**src/rtl/video_timing_pkg.sv**
```systemverilog
// Shared 12 MHz composite-sync timing constants, pulse-class and decoder state encodings.
package video_timing_pkg;

    localparam int unsigned SCANLINE_64     = 768;
    localparam int unsigned HALFSCANLINE_32 = 384;
    localparam int unsigned HSYNC_4_7       = 57;
    localparam int unsigned SHORTSYNC_2_35  = 29;
    localparam int unsigned BROADSYNC_27_3  = 327;

    localparam logic [1:0] ClsShort = 2'd0;
    localparam logic [1:0] ClsHsync = 2'd1;
    localparam logic [1:0] ClsBroad = 2'd2;

    localparam logic [1:0] StSearch = 2'd0;
    localparam logic [1:0] StVsync  = 2'd1;
    localparam logic [1:0] StLocked = 2'd2;

    function automatic logic [1:0] classify_width(input logic [9:0] width,
                                                  input logic [9:0] short_max,
                                                  input logic [9:0] broad_min);
        if (width < short_max) begin
            return ClsShort;
        end else if (width < broad_min) begin
            return ClsHsync;
        end
        return ClsBroad;
    endfunction

endpackage

```
**src/rtl/sync_pulse_classifier.sv**
```systemverilog
// Synchronises composite sync, detects edges and classifies each low pulse by width.
// Define VIDEO_SYNC_DECODER_DEGLITCH_EN to insert a 3-sample majority filter.
module sync_pulse_classifier
    import video_timing_pkg::*;
#(
    parameter int unsigned SHORT_MAX_CYCLES = 43,
    parameter int unsigned BROAD_MIN_CYCLES = 192
) (
    input  logic       clk,
    input  logic       rst,
    input  logic       sync_i,
    output logic       fall_o,
    output logic       class_valid_o,
    output logic [1:0] class_o
);

    localparam logic [9:0] ShortMax = 10'(SHORT_MAX_CYCLES);
    localparam logic [9:0] BroadMin = 10'(BROAD_MIN_CYCLES);

    logic [1:0] sync_q;
    logic       s;
    logic       s_d_q;
    logic       fall;
    logic       rise;
    logic [9:0] low_cnt_q;
    logic       fall_q;
    logic       class_valid_q;
    logic [1:0] class_q;

    always_ff @(posedge clk) begin
        if (rst) begin
            sync_q <= 2'b11;
        end else begin
            sync_q <= {sync_q[0], sync_i};
        end
    end

`ifdef VIDEO_SYNC_DECODER_DEGLITCH_EN
    logic [1:0] hist_q;
    logic       maj_q;

    always_ff @(posedge clk) begin
        if (rst) begin
            hist_q <= 2'b11;
            maj_q  <= 1'b1;
        end else begin
            hist_q <= {hist_q[0], sync_q[1]};
            maj_q  <= (sync_q[1] & hist_q[0]) | (sync_q[1] & hist_q[1]) |
                      (hist_q[0] & hist_q[1]);
        end
    end

    assign s = maj_q;
`else
    assign s = sync_q[1];
`endif

    assign fall = s_d_q & ~s;
    assign rise = ~s_d_q & s;

    always_ff @(posedge clk) begin
        if (rst) begin
            s_d_q         <= 1'b1;
            low_cnt_q     <= 10'd0;
            fall_q        <= 1'b0;
            class_valid_q <= 1'b0;
            class_q       <= ClsShort;
        end else begin
            s_d_q         <= s;
            fall_q        <= fall;
            class_valid_q <= rise;
            // The falling-edge sample is itself low, so the count restarts at one.
            if (fall) begin
                low_cnt_q <= 10'd1;
            end else if (!s && low_cnt_q != 10'h3ff) begin
                low_cnt_q <= low_cnt_q + 10'd1;
            end
            if (rise) begin
                class_q <= classify_width(low_cnt_q, ShortMax, BroadMin);
            end
        end
    end

    assign fall_o        = fall_q;
    assign class_valid_o = class_valid_q;
    assign class_o       = class_q;

endmodule

```
**src/rtl/video_sync_decoder.sv**
```systemverilog
// Composite-sync field/line decoder: FSM, horizontal counter, line counter and strobes.
// Define VIDEO_SYNC_DECODER_DEGLITCH_EN to enable the input majority filter.
module video_sync_decoder
    import video_timing_pkg::*;
#(
    parameter int unsigned SHORT_MAX_CYCLES = 43,
    parameter int unsigned BROAD_MIN_CYCLES = 192,
    parameter int unsigned LINE_MIN_CYCLES  = 704
) (
    input  logic       clk,
    input  logic       rst,
    input  logic       i_sync,
    output logic       o_line_start,
    output logic       o_vsync,
    output logic       o_locked,
    output logic [8:0] o_line,
    output logic [9:0] o_x
);

    localparam logic [9:0] LineMin = 10'(LINE_MIN_CYCLES);

    logic       fall;
    logic       class_valid;
    logic [1:0] pulse_class;

    logic [1:0] state_q, state_d;
    logic [9:0] x_q, x_d;
    logic [8:0] line_q, line_d;
    logic       line_start_q, line_start_d;
    logic       vsync_q, vsync_d;
    logic       locked_q;
    logic       line_accept;

    sync_pulse_classifier #(
        .SHORT_MAX_CYCLES(SHORT_MAX_CYCLES),
        .BROAD_MIN_CYCLES(BROAD_MIN_CYCLES)
    ) u_cls (
        .clk          (clk),
        .rst          (rst),
        .sync_i       (i_sync),
        .fall_o       (fall),
        .class_valid_o(class_valid),
        .class_o      (pulse_class)
    );

    always_comb begin
        state_d      = state_q;
        line_d       = line_q;
        line_start_d = 1'b0;
        vsync_d      = 1'b0;
        x_d          = (x_q == 10'h3ff) ? x_q : x_q + 10'd1;
        // Half-line equalising pulses arrive too early in the line and are ignored.
        line_accept  = fall && (state_q == StSearch || x_q >= LineMin);

        if (line_accept) begin
            x_d          = 10'd0;
            line_start_d = 1'b1;
            if (state_q != StSearch && line_q != 9'h1ff) begin
                line_d = line_q + 9'd1;
            end
        end

        if (class_valid) begin
            case (state_q)
                StSearch: begin
                    if (pulse_class == ClsBroad) begin
                        state_d = StVsync;
                        vsync_d = 1'b1;
                        line_d  = 9'd0;
                    end
                end
                StVsync: begin
                    if (pulse_class != ClsBroad) begin
                        state_d = StLocked;
                    end
                end
                StLocked: begin
                    if (pulse_class == ClsBroad) begin
                        state_d = StVsync;
                        vsync_d = 1'b1;
                        line_d  = 9'd0;
                    end
                end
                default: state_d = StSearch;
            endcase
        end

        // Losing sync for a full counter span drops back to acquisition.
        if (x_q == 10'd1022 && !line_accept) begin
            state_d = StSearch;
        end
    end

    always_ff @(posedge clk) begin
        if (rst) begin
            state_q      <= StSearch;
            x_q          <= 10'd0;
            line_q       <= 9'd0;
            line_start_q <= 1'b0;
            vsync_q      <= 1'b0;
            locked_q     <= 1'b0;
        end else begin
            state_q      <= state_d;
            x_q          <= x_d;
            line_q       <= line_d;
            line_start_q <= line_start_d;
            vsync_q      <= vsync_d;
            locked_q     <= (state_d == StLocked);
        end
    end

    assign o_line_start = line_start_q;
    assign o_vsync      = vsync_q;
    assign o_locked     = locked_q;
    assign o_line       = line_q;
    assign o_x          = x_q;

endmodule
```
**config.mk**
```make
export PLATFORM = sky130hd
export DESIGN_NAME = video_sync_decoder
export DESIGN_NICKNAME = d
export VERILOG_FILES = /design/src/rtl/video_timing_pkg.sv /design/src/rtl/sync_pulse_classifier.sv /design/src/rtl/video_sync_decoder.sv
export SDC_FILE = /design/constraint.sdc
export NUM_CORES = 1
export LEC_CHECK = 0
export BUFFER_PORTS_ARGS = -buffer_cell sky130_fd_sc_hd__buf_2
export CAP_MARGIN = 25
export CORE_ASPECT_RATIO = 1.1
export CORE_MARGIN = 4
export CORE_UTILIZATION = 55
export DETAILED_ROUTE_END_ITERATION = 12
export PLACE_DENSITY = 0.76
export SYNTH_ARGS = -nofsm -noshare
export SYNTH_HDL_FRONTEND = slang
export SYNTH_SLANG_ARGS = --single-unit
```
**constraint.sdc**
```tcl
create_clock -name clk -period 2.36 [get_ports clk]
set_input_delay 0.118 -clock clk [delete_from_list [all_inputs] [get_ports clk]]
set_output_delay 0.118 -clock clk [all_outputs]
set_load 0.02 [all_outputs]
```
* Yosys cells after proc, flatten, opt, wreduce, memory -nomap -nowiden
Index checks and enable logic that the tools add are counted.
** Word-level totals
- Register bits after elaboration :: 41
- Input bits :: 3
- Logic and storage cells :: 69
** Operators by class
- Add/subtract/negate cells :: 3
- Order comparisons :: 3
- Equal/unequal tests :: 9
- Muxes and demuxes :: 21
- Bitwise logic cells :: 6
- Reductions and logical operators :: 14
** Operators by type and width (count)
- $mux 9 :: 5
- $add 10x1->10 const B :: 2
- $eq 10x10->1 const B :: 2
- $mux 2 :: 7
- $ge 10x10->1 const B :: 1
- $lt 10x6->1 const B :: 1
- $lt 10x8->1 const B :: 1
- $ne 10x10->1 const B :: 1
- $add 9x1->9 const B :: 1
- $ne 9x9->1 const B :: 1
- $mux 1 :: 8
- $eq 2x2->1 const B :: 3
- $reduce_or 2->1 :: 3
- $logic_and 1x1->1 :: 4
- $not 1->1 :: 4
- $pmux 2 s2 :: 1
- $reduce_bool 2->1 :: 2
- $reduce_or 3->1 :: 1
- $and 1x1->1 :: 2
- $eq 2x1->1 const B :: 1
- $logic_not 1->1 :: 2
- $logic_not 2->1 :: 1
- $ne 2x2->1 const B :: 1
- $logic_or 1x1->1 :: 1

* Depth between registers and ports, before layout
Gate-level depths: netlist of run 1.
- Depth in word-level cells :: 7
- Mapped depth :: 9

* Modules after synthesis
Synthesis of run 1 repeated with hierarchy kept, for this count alone.
** Second synthesis, totals
- Cells, all modules :: 222
- Area total of the unflattened synthesis :: 1959.4 sq um
** Modules (own cells, without submodules)
- video_sync_decoder :: times used 1, cells an instance 135, area each 1188.6 sq um, seq. area each 480.5 sq um
- sync_pulse_classifier :: times used 1, cells an instance 87, area each 770.7 sq um, seq. area each 340.3 sq um

* Worst setup path after synthesis of run 1
No wires, ideal clock.
- Path kind :: register to register
- Start :: reg line_q[0], in the netlist o_line[0]
- End :: reg line_q[2], in the netlist o_line[2]
- Data arrival time :: 2038 ps
- Data required time :: 2290 ps
- Setup slack :: 252 ps
- Stages on the path, launching flop included :: 10
- Buffers on the path :: 1
- Clock period less this slack :: 2108 ps
- Cells stage by stage :: dfxtp_1 -> ha_1 -> nand3_1 -> nor2_1 -> ha_1 -> nand2b_1 -> or4_1 -> buf_2 -> or3_1 -> a21oi_1
** Between the ends
- Longest elaborated chain between the ends :: 7
** RTL lines
- start: declaration :: line video_sync_decoder.sv:28 : logic [8:0] line_q, line_d;
- start signal: assignment :: line video_sync_decoder.sv:105 : line_q <= line_d;
- branches (longest 2 deep; another with $add 9x1->9)
- $mux 9 (*) :: line video_sync_decoder.sv:58 : if (state_q != StSearch && line_q != 9'h1ff) begin
- $mux 9 (*) :: line video_sync_decoder.sv:55 : if (line_accept) begin
- $mux 9 :: line video_sync_decoder.sv:66, video_sync_decoder.sv:78
- $mux 9
- $mux 9 (*) :: line video_sync_decoder.sv:63 : if (class_valid) begin
Mark *: on every way between the ends.
A chain may end at the register's enable or synchronous reset.

* Worst setup path in the final report of run 1
- Start :: reg line_q[0], in the netlist o_line[0]
- End :: reg line_q[6], in the netlist o_line[6]
Same word-level chain as after synthesis.

==> results.md, run 1 <==
* Endpoint class of the critical path: flop
* Slew headroom at 0.482
* Layout cells sized above 1 at 0.148
* Non-Filler Instances at 298
* Sinks on Clock Net at 41
* IR drop worst, VDD at ~360 uV
* First-pass GRT wire length at 6420 microns
* Placed instance count at 289
* Area delta synth->final at 12.8%
* Max H-tree Level at 2
* Initial Util at 0.574
* Min Clock Period, post-route at 2.13 ns
* Worst EP required at 2.65 ns
* # diodes at 0
* Largest net degree at the start of global routing at 21
* Post-Syn Nets at ~230
* P_leak at 0.859 nW
* Final Cycle Share at 0.901
* Initial DRC count at 91
* Commonest non-fill, non-tap cell in the layout: dfxtp_1
* Chip Height at 70.1 microns
* XOR/XNOR Fraction of Synth Area at 0.0500
* Drt wl/cell at 11.9 microns
* Worst r2r src: o_line[0]
* Mux cell area share after synthesis at 0.0415
* PwrDens at 566 nW/um^2
* Min-Delay Startpoint: rst
* Vias post-DR at between 1500 and 2000
* Synth warn at 0
* Yosys top cell by area: dfxtp_1
* Synth top area cells: dfxtp_1 (43%), nor2_1 (6.0%), mux2i_1 (4.2%)
* Main combinational cell family by area after synthesis: simple AND/OR/NAND/NOR gates
* RSZ-0062 raised after global routing: no
* Worst Path Max Fanout at 7
* Routed Antenna Nets at 0
* Nets at 258
* Routed wire length at 3560 microns
* Worst-case clock buffer depth at 2
* DP HPWL at 2620 microns
* Unique cell type count in the Yosys netlist at 41
* Setup Buffers After CTS at 0
* DRC violation count after routing at 0
* Placer's final routability congestion estimate at between 0.8 and 0.9
* Mean Syn Cell Area at 8.57 sq um
* Yosys reg bits at 41
* Initial antenna violation count at 0
* Setup Viol. Count Final at 0
* DIE WIDTH at 64.5 microns
* F_max at 470 MHz
* Root buf cell: clkbuf_4
* Die area at 4520 sq um
* Final slew viol count at 0
* CTS tree: built
* Max_cap viols at 0
* Syn Std Cell Area at slightly below 2000 sq um
* Core ar. at 3360 sq um
* Grt ovf at 0
* Compound-Gate Fraction of Synth Area at 0.133
* Run status: complete, no violations
* Synth Area in Simple Gates at 0.274
* Rows at 22
* Final Skew at 0.0112 ns
* Fin. Hold Viols at 0
* Most frequent cells in the layout: dfxtp_1 (41), nor2_1 (31), buf_2 (24), nand2_1 (18)
* Seq/Total Area, Yosys at 0.426
* Worst-margin pin slew at 0.758 ns
* Synthesized netlist cell count at 225
* Latest clock arrival within the worst-skew pair at 0.35 ns
* Post-synth top area share at 0.426
* CP startpoint kind: flop
* Worst min path class: primary input to flop
* Pre-antenna DRT Iters at 4
* Worst Setup SP: o_line[0]
* Port Buffer Count at 24
* Vias in the first global route at 1473
* Drt via density at 5.39
* GRT Total Usage at 0.178
* CTS clk-pin slew, worst paths at 0.11 ns
* Crit path kind: flop to flop
* Arrival time of the worst setup path at 2.42 ns
* Post-synthesis adder-cell area fraction at 0.0389
* Num CTS Buffers at 5
* Setup tns final at 0 ns
* Ports at 25
## state kept, by name, summed over array words and instances, names as in the netlist
signal / flops
u_cls.sync_q: 2
o_x: 10
u_cls.fall_o: 1
state_q: 2
o_line_start: 1
u_cls.class_o: 2
o_vsync: 1
o_line: 9
u_cls.class_valid_o: 1
u_cls.s_d_q: 1
u_cls.low_cnt_q: 10
o_locked: 1
## synthesized netlist by cell type
cell and count:
a2111oi_0 4, a211oi_1 4, a21o_1 2, a21oi_1 6, a21oi_2 1, a311oi_1 3
a31oi_1 4, and3_1 2, and4_1 5, buf_1 1, buf_2 1, clkbuf_1 5
clkbuf_2 1, dfxtp_1 41, ha_1 6, inv_1 10, mux2i_1 8, nand2_1 18
nand2b_1 3, nand3_1 9, nand3b_1 2, nand4_1 5, nand4b_1 1, nor2_1 31
nor2b_1 2, nor3_1 10, nor4_1 4, nor4b_1 1, nor4bb_1 1, o2111ai_1 1
o211ai_1 2, o21a_1 2, o21ai_0 5, o21bai_1 1, o22ai_1 1, o41ai_1 1
or2_2 4, or3_1 5, or4_1 1, xnor2_1 7, xor2_1 4
## routing by layer
metal / share of wire / GRT usage / up-vias / routed length (microns)
met3: 0.038 / 0.0579 / 6 / 135
met1: 0.47 / 0.218 / 714 / 1680
li1: - / - / 856 / -
met5: 0 / 0 / - / 0
met2: 0.47 / 0.290 / 29 / 1680
met4: 0.017 / 0.0634 / 0 / 59
## what timing repair did
action                                  4_1_cts  5_1_grt
resized for setup                             0        1
endpoints found under the hold margin         1        0
hold buffers                                  1        0
endpoints found under the setup margin        0        1
## report_power, final
part           total (mW)  internal [mW]  switching (mW)
logic              0.0494         0.0188          0.0305
registers           0.711          0.700          0.0107
clock network       0.469          0.253           0.216
total                1.23          0.972           0.257
## path summary, 6_finish.rpt
| check | cells past startpoint | slack, ns | to |
|---|---|---|---|
| setup / recovery | 8 | 0.23 | o_line[6] |
| hold / removal | 2 | 0.12 | u_cls.class_valid_o |
| setup reg to reg | 8 | 0.23 | o_line[6] |
| hold reg to reg | 1 | 0.42 | u_cls.sync_q[1] |
## final cells by class
class	count	area (sq um)
well taps	48	60.1
flip-flops and latches	41	821
clock inverters	1	30.0
repair buffers	25	130
fillers	298	1180
clock buffers	7	55.1
multi-input cells	166	1040
inverters	10	37.5
## per-stage QoR
stage	total power [mW]	hold slack, ns	setup WS [ns]	utilization	cell area, sq um
floorplan	0.763	0.222	0.252	-	1930
global placement	0.775	0.302	0.244	0.618	2080
detailed placement	0.776	0.303	0.166	0.618	2080
CTS	1.25	0.117	0.131	0.646	2170
global route	1.28	0.145	0.103	0.648	2170
finish	1.23	0.124	0.233	0.648	2170
## worst max-delay path, cell delays in order, from the launching register on
cell and delay [ns]:
dfxtp_1 0.37, ha_1 0.26, nand3_1 0.11, nor2_1 0.06, ha_1 0.20, nand2b_1 0.14
or4_4 0.47, or3_1 0.32, a21oi_1 0.14
## cell families after synthesis
family / Yosys count
AO/OA/AOI/OAI: 37
XOR/XNOR: 11
adder cells (fa/ha/maj): 6
buffers and inverters: 18
flip-flops: 41
multiplexers: 8
AND/OR/NAND/NOR: 104
Note: power is estimated with default switching activity, not from simulation.
==> run 2: changes to the inputs <==
--- a/config.mk
+++ b/config.mk
@@ -12,6 +12,7 @@
 export CORE_UTILIZATION = 55
 export DETAILED_ROUTE_END_ITERATION = 12
 export PLACE_DENSITY = 0.76
+export RECOVER_POWER = 25
 export SYNTH_ARGS = -nofsm -noshare
 export SYNTH_HDL_FRONTEND = slang
 export SYNTH_SLANG_ARGS = --single-unit
==> run 2 against run 1 <==
Clock skew unchanged. Fmax about the same. Sequential share of layout area increased by 0.17 points. Global-route usage unchanged. Sequential power about the same. Count of clock-buffer cells in the layout unchanged. Non-clock buffer count unchanged. Via count increased by 0.12%. Critical path type unchanged. Largest cell class unchanged.
==> results.md, run 2 (same netlist as run 1, synthesis figures left out) <==
* Placer's final routability congestion estimate at 0.841 (unchanged)
* DP HPWL at 2620 microns (unchanged)
* Drt via density at 5.39 (about the same)
* Ports at 25 (unchanged)
* Top delay family on crit path: simple AND/OR/NAND/NOR gates (unchanged)
* Power share of the clock group at 0.382 (about the same)
* DIE WIDTH at 64.5 microns (unchanged)
* Commonest non-fill, non-tap cell in the layout: dfxtp_1 (unchanged)
* Slew headroom at 0.482 (unchanged)
* Chip Height at 70.1 microns (unchanged)
* # diodes at 0 (unchanged)
* Final slew viol count at 0 (unchanged)
* NetSw at 0.258 mW (was 0.257 mW)
* Int Pwr at 0.972 mW (about the same)
* Worst EP required at 2.65 ns (about the same)
* Area delta synth->final at 12.3% (was 12.8%)
* Routed Antenna Nets at 0 (unchanged)
* Setup Viol. Count Final at 0 (unchanged)
* CP startpoint kind: flop (unchanged)
* Drt wl/cell at 12.0 microns (was 11.9 microns)
* Sw Ratio at 0.209 (about the same)
* Max_cap viols at 0 (unchanged)
* Crit path kind: flop to flop (unchanged)
* Initial DRC count at 91 (unchanged)
* Port Buffer Count at 24 (unchanged)
* Logic pwr share at 0.040 (about the same)
* Most used cell, CP: ha_1 (unchanged)
* Buf/Inv on CP at 0 (unchanged)
* CTS clk-pin slew, worst paths at 0.11 ns (about the same)
* Layout fillers at 306 (was 298)
* Initial antenna violation count at 0 (unchanged)
* First-pass GRT wire length at 6420 microns (unchanged)
* Layout cells sized above 1 at 0.116 (was 0.148)
* Slowest cell on crit path: or4_4 (unchanged)
* Sequential power share at 0.579 (was 0.578)
* Arrival time of the worst setup path at 2.42 ns (about the same)
* Max H-tree Level at 2 (unchanged)
* P_leak at 0.825 nW (was 0.859 nW)
* Worst min path class: primary input to flop (unchanged)
* Rows at 22 (unchanged)
* Pre-antenna DRT Iters at 4 (unchanged)
* Final Skew at 0.0112 ns (unchanged)
* Total number of cells along the worst setup path at 8 (unchanged)
* Most frequent cells in the layout: dfxtp_1 (41), nor2_1 (31), nand2_1 (18), buf_2 (16) (was dfxtp_1 (41), nor2_1 (31), buf_2 (24), nand2_1 (18))
* CP cell instances: ha_1, nand3_1, nor2_1, ha_1, nand2b_1, or4_4, or3_1, a21oi_1 (unchanged)
* Min Clock Period, post-route at 2.13 ns (about the same)
* Largest net degree at the start of global routing at 21 (unchanged)
* Num CTS Buffers at 5 (unchanged)
* Setup Buffers After CTS at 0 (unchanged)
* Worst Path Max Fanout at 7 (unchanged)
* Worst-case clock buffer depth at 2 (unchanged)
* CTS tree: built (unchanged)
* Run status: complete, no violations (unchanged)
* Vias in the first global route at 1473 (unchanged)
* Final Cycle Share at 0.901 (about the same)
* Endpoint class of the critical path: flop (unchanged)
* Setup tns final at 0 ns (unchanged)
* PwrDens at 568 nW/um^2 (was 566 nW/um^2)
* Fin. Hold Viols at 0 (unchanged)
* Tot Pwr at 1.23 mW (about the same)
* Initial Util at 0.574 (unchanged)
* Routed wire length at 3580 microns (was 3560 microns)
* Root buf cell: clkbuf_4 (unchanged)
* Hold depth at 2 (unchanged)
* Vias post-DR at 1607 (was 1605)
* Core ar. at 3360 sq um (unchanged)
* Grt ovf at 0 (unchanged)
* Nets at 258 (unchanged)
* RSZ-0062 raised after global routing: no (unchanged)
* Die area at 4520 sq um (unchanged)
* IR drop worst, VDD at 361 uV (was 362 uV)
* Hold_ws at 0.124 ns (about the same)
* Worst-margin pin slew at 0.758 ns (unchanged)
* F_max at 470 MHz (about the same)
* Latest clock arrival within the worst-skew pair at 0.35 ns (about the same)
* Worst path max stage delay at 0.47 ns (about the same)
* DRC violation count after routing at 0 (unchanged)
* GRT Total Usage at 0.178 (unchanged)
* Reg2reg path depth at 8 (unchanged)
* Sinks on Clock Net at 41 (unchanged)
[run 2: changes by cell type in the layout (fill, tap and decap cells not counted)]
cell	before	now
clkbuf_1	1	9
buf_2	24	16
[run 2: per-stage QoR]
step	std cells	util	instance area [sq um]	setup slack, ns
floorplan	225	-	1930	0.252
global placement	289	0.618	2080	0.244
detailed placement	289	0.618	2080	0.166
CTS	298	0.646	2170	0.131
global route	298	0.645	2160	0.103
finish	298	0.645	2160	0.233
[run 2: what timing repair did]
item | 4_1_cts | 5_1_grt
endpoints found under the setup margin | 0 | 1
hold endpoints to repair | 1 | 0
hold buffers | 1 | 0
resized for setup | 0 | 1
[run 2: power by group through the flow]
stage / clock, mW / sequential, mW / combinational, mW
global route: 0.512 / 0.714 / 0.0564
floorplan: 0 / 0.731 / 0.0320
detailed placement: 0 / 0.727 / 0.0491
CTS: 0.486 / 0.711 / 0.0505
global placement: 0 / 0.727 / 0.0482
finish: 0.469 / 0.711 / 0.0489
[run 2: final cells by class]
class	count	area [sq um]	area share
Multi-Input combinational cell	166	1040	0.481
Sequential cell	41	821	0.379
Timing Repair Buffer	25	120	0.0555
Tap cell	48	60.1	0.0277
Clock buffer	7	55.1	0.0254
Inverter	10	37.5	0.0173
Clock inverter	1	30.0	0.0139
[run 2: path summary, 6_finish.rpt]
check	slack [ns]	to	startpoint
worst max register to register	0.23	o_line[6]	o_line[0]
worst max-delay path	0.23	o_line[6]	o_line[0]
worst min register to register	0.42	u_cls.sync_q[1]	u_cls.sync_q[0]
worst min-delay path	0.12	u_cls.class_valid_o	rst
[run 2: metal layers]
layer	track usage	up-vias	share of wire
met1	0.218	714	0.47
li1	-	856	-
met5	0	-	0
met2	0.290	31	0.47
met4	0.0634	0	0.016
met3	0.0579	6	0.044
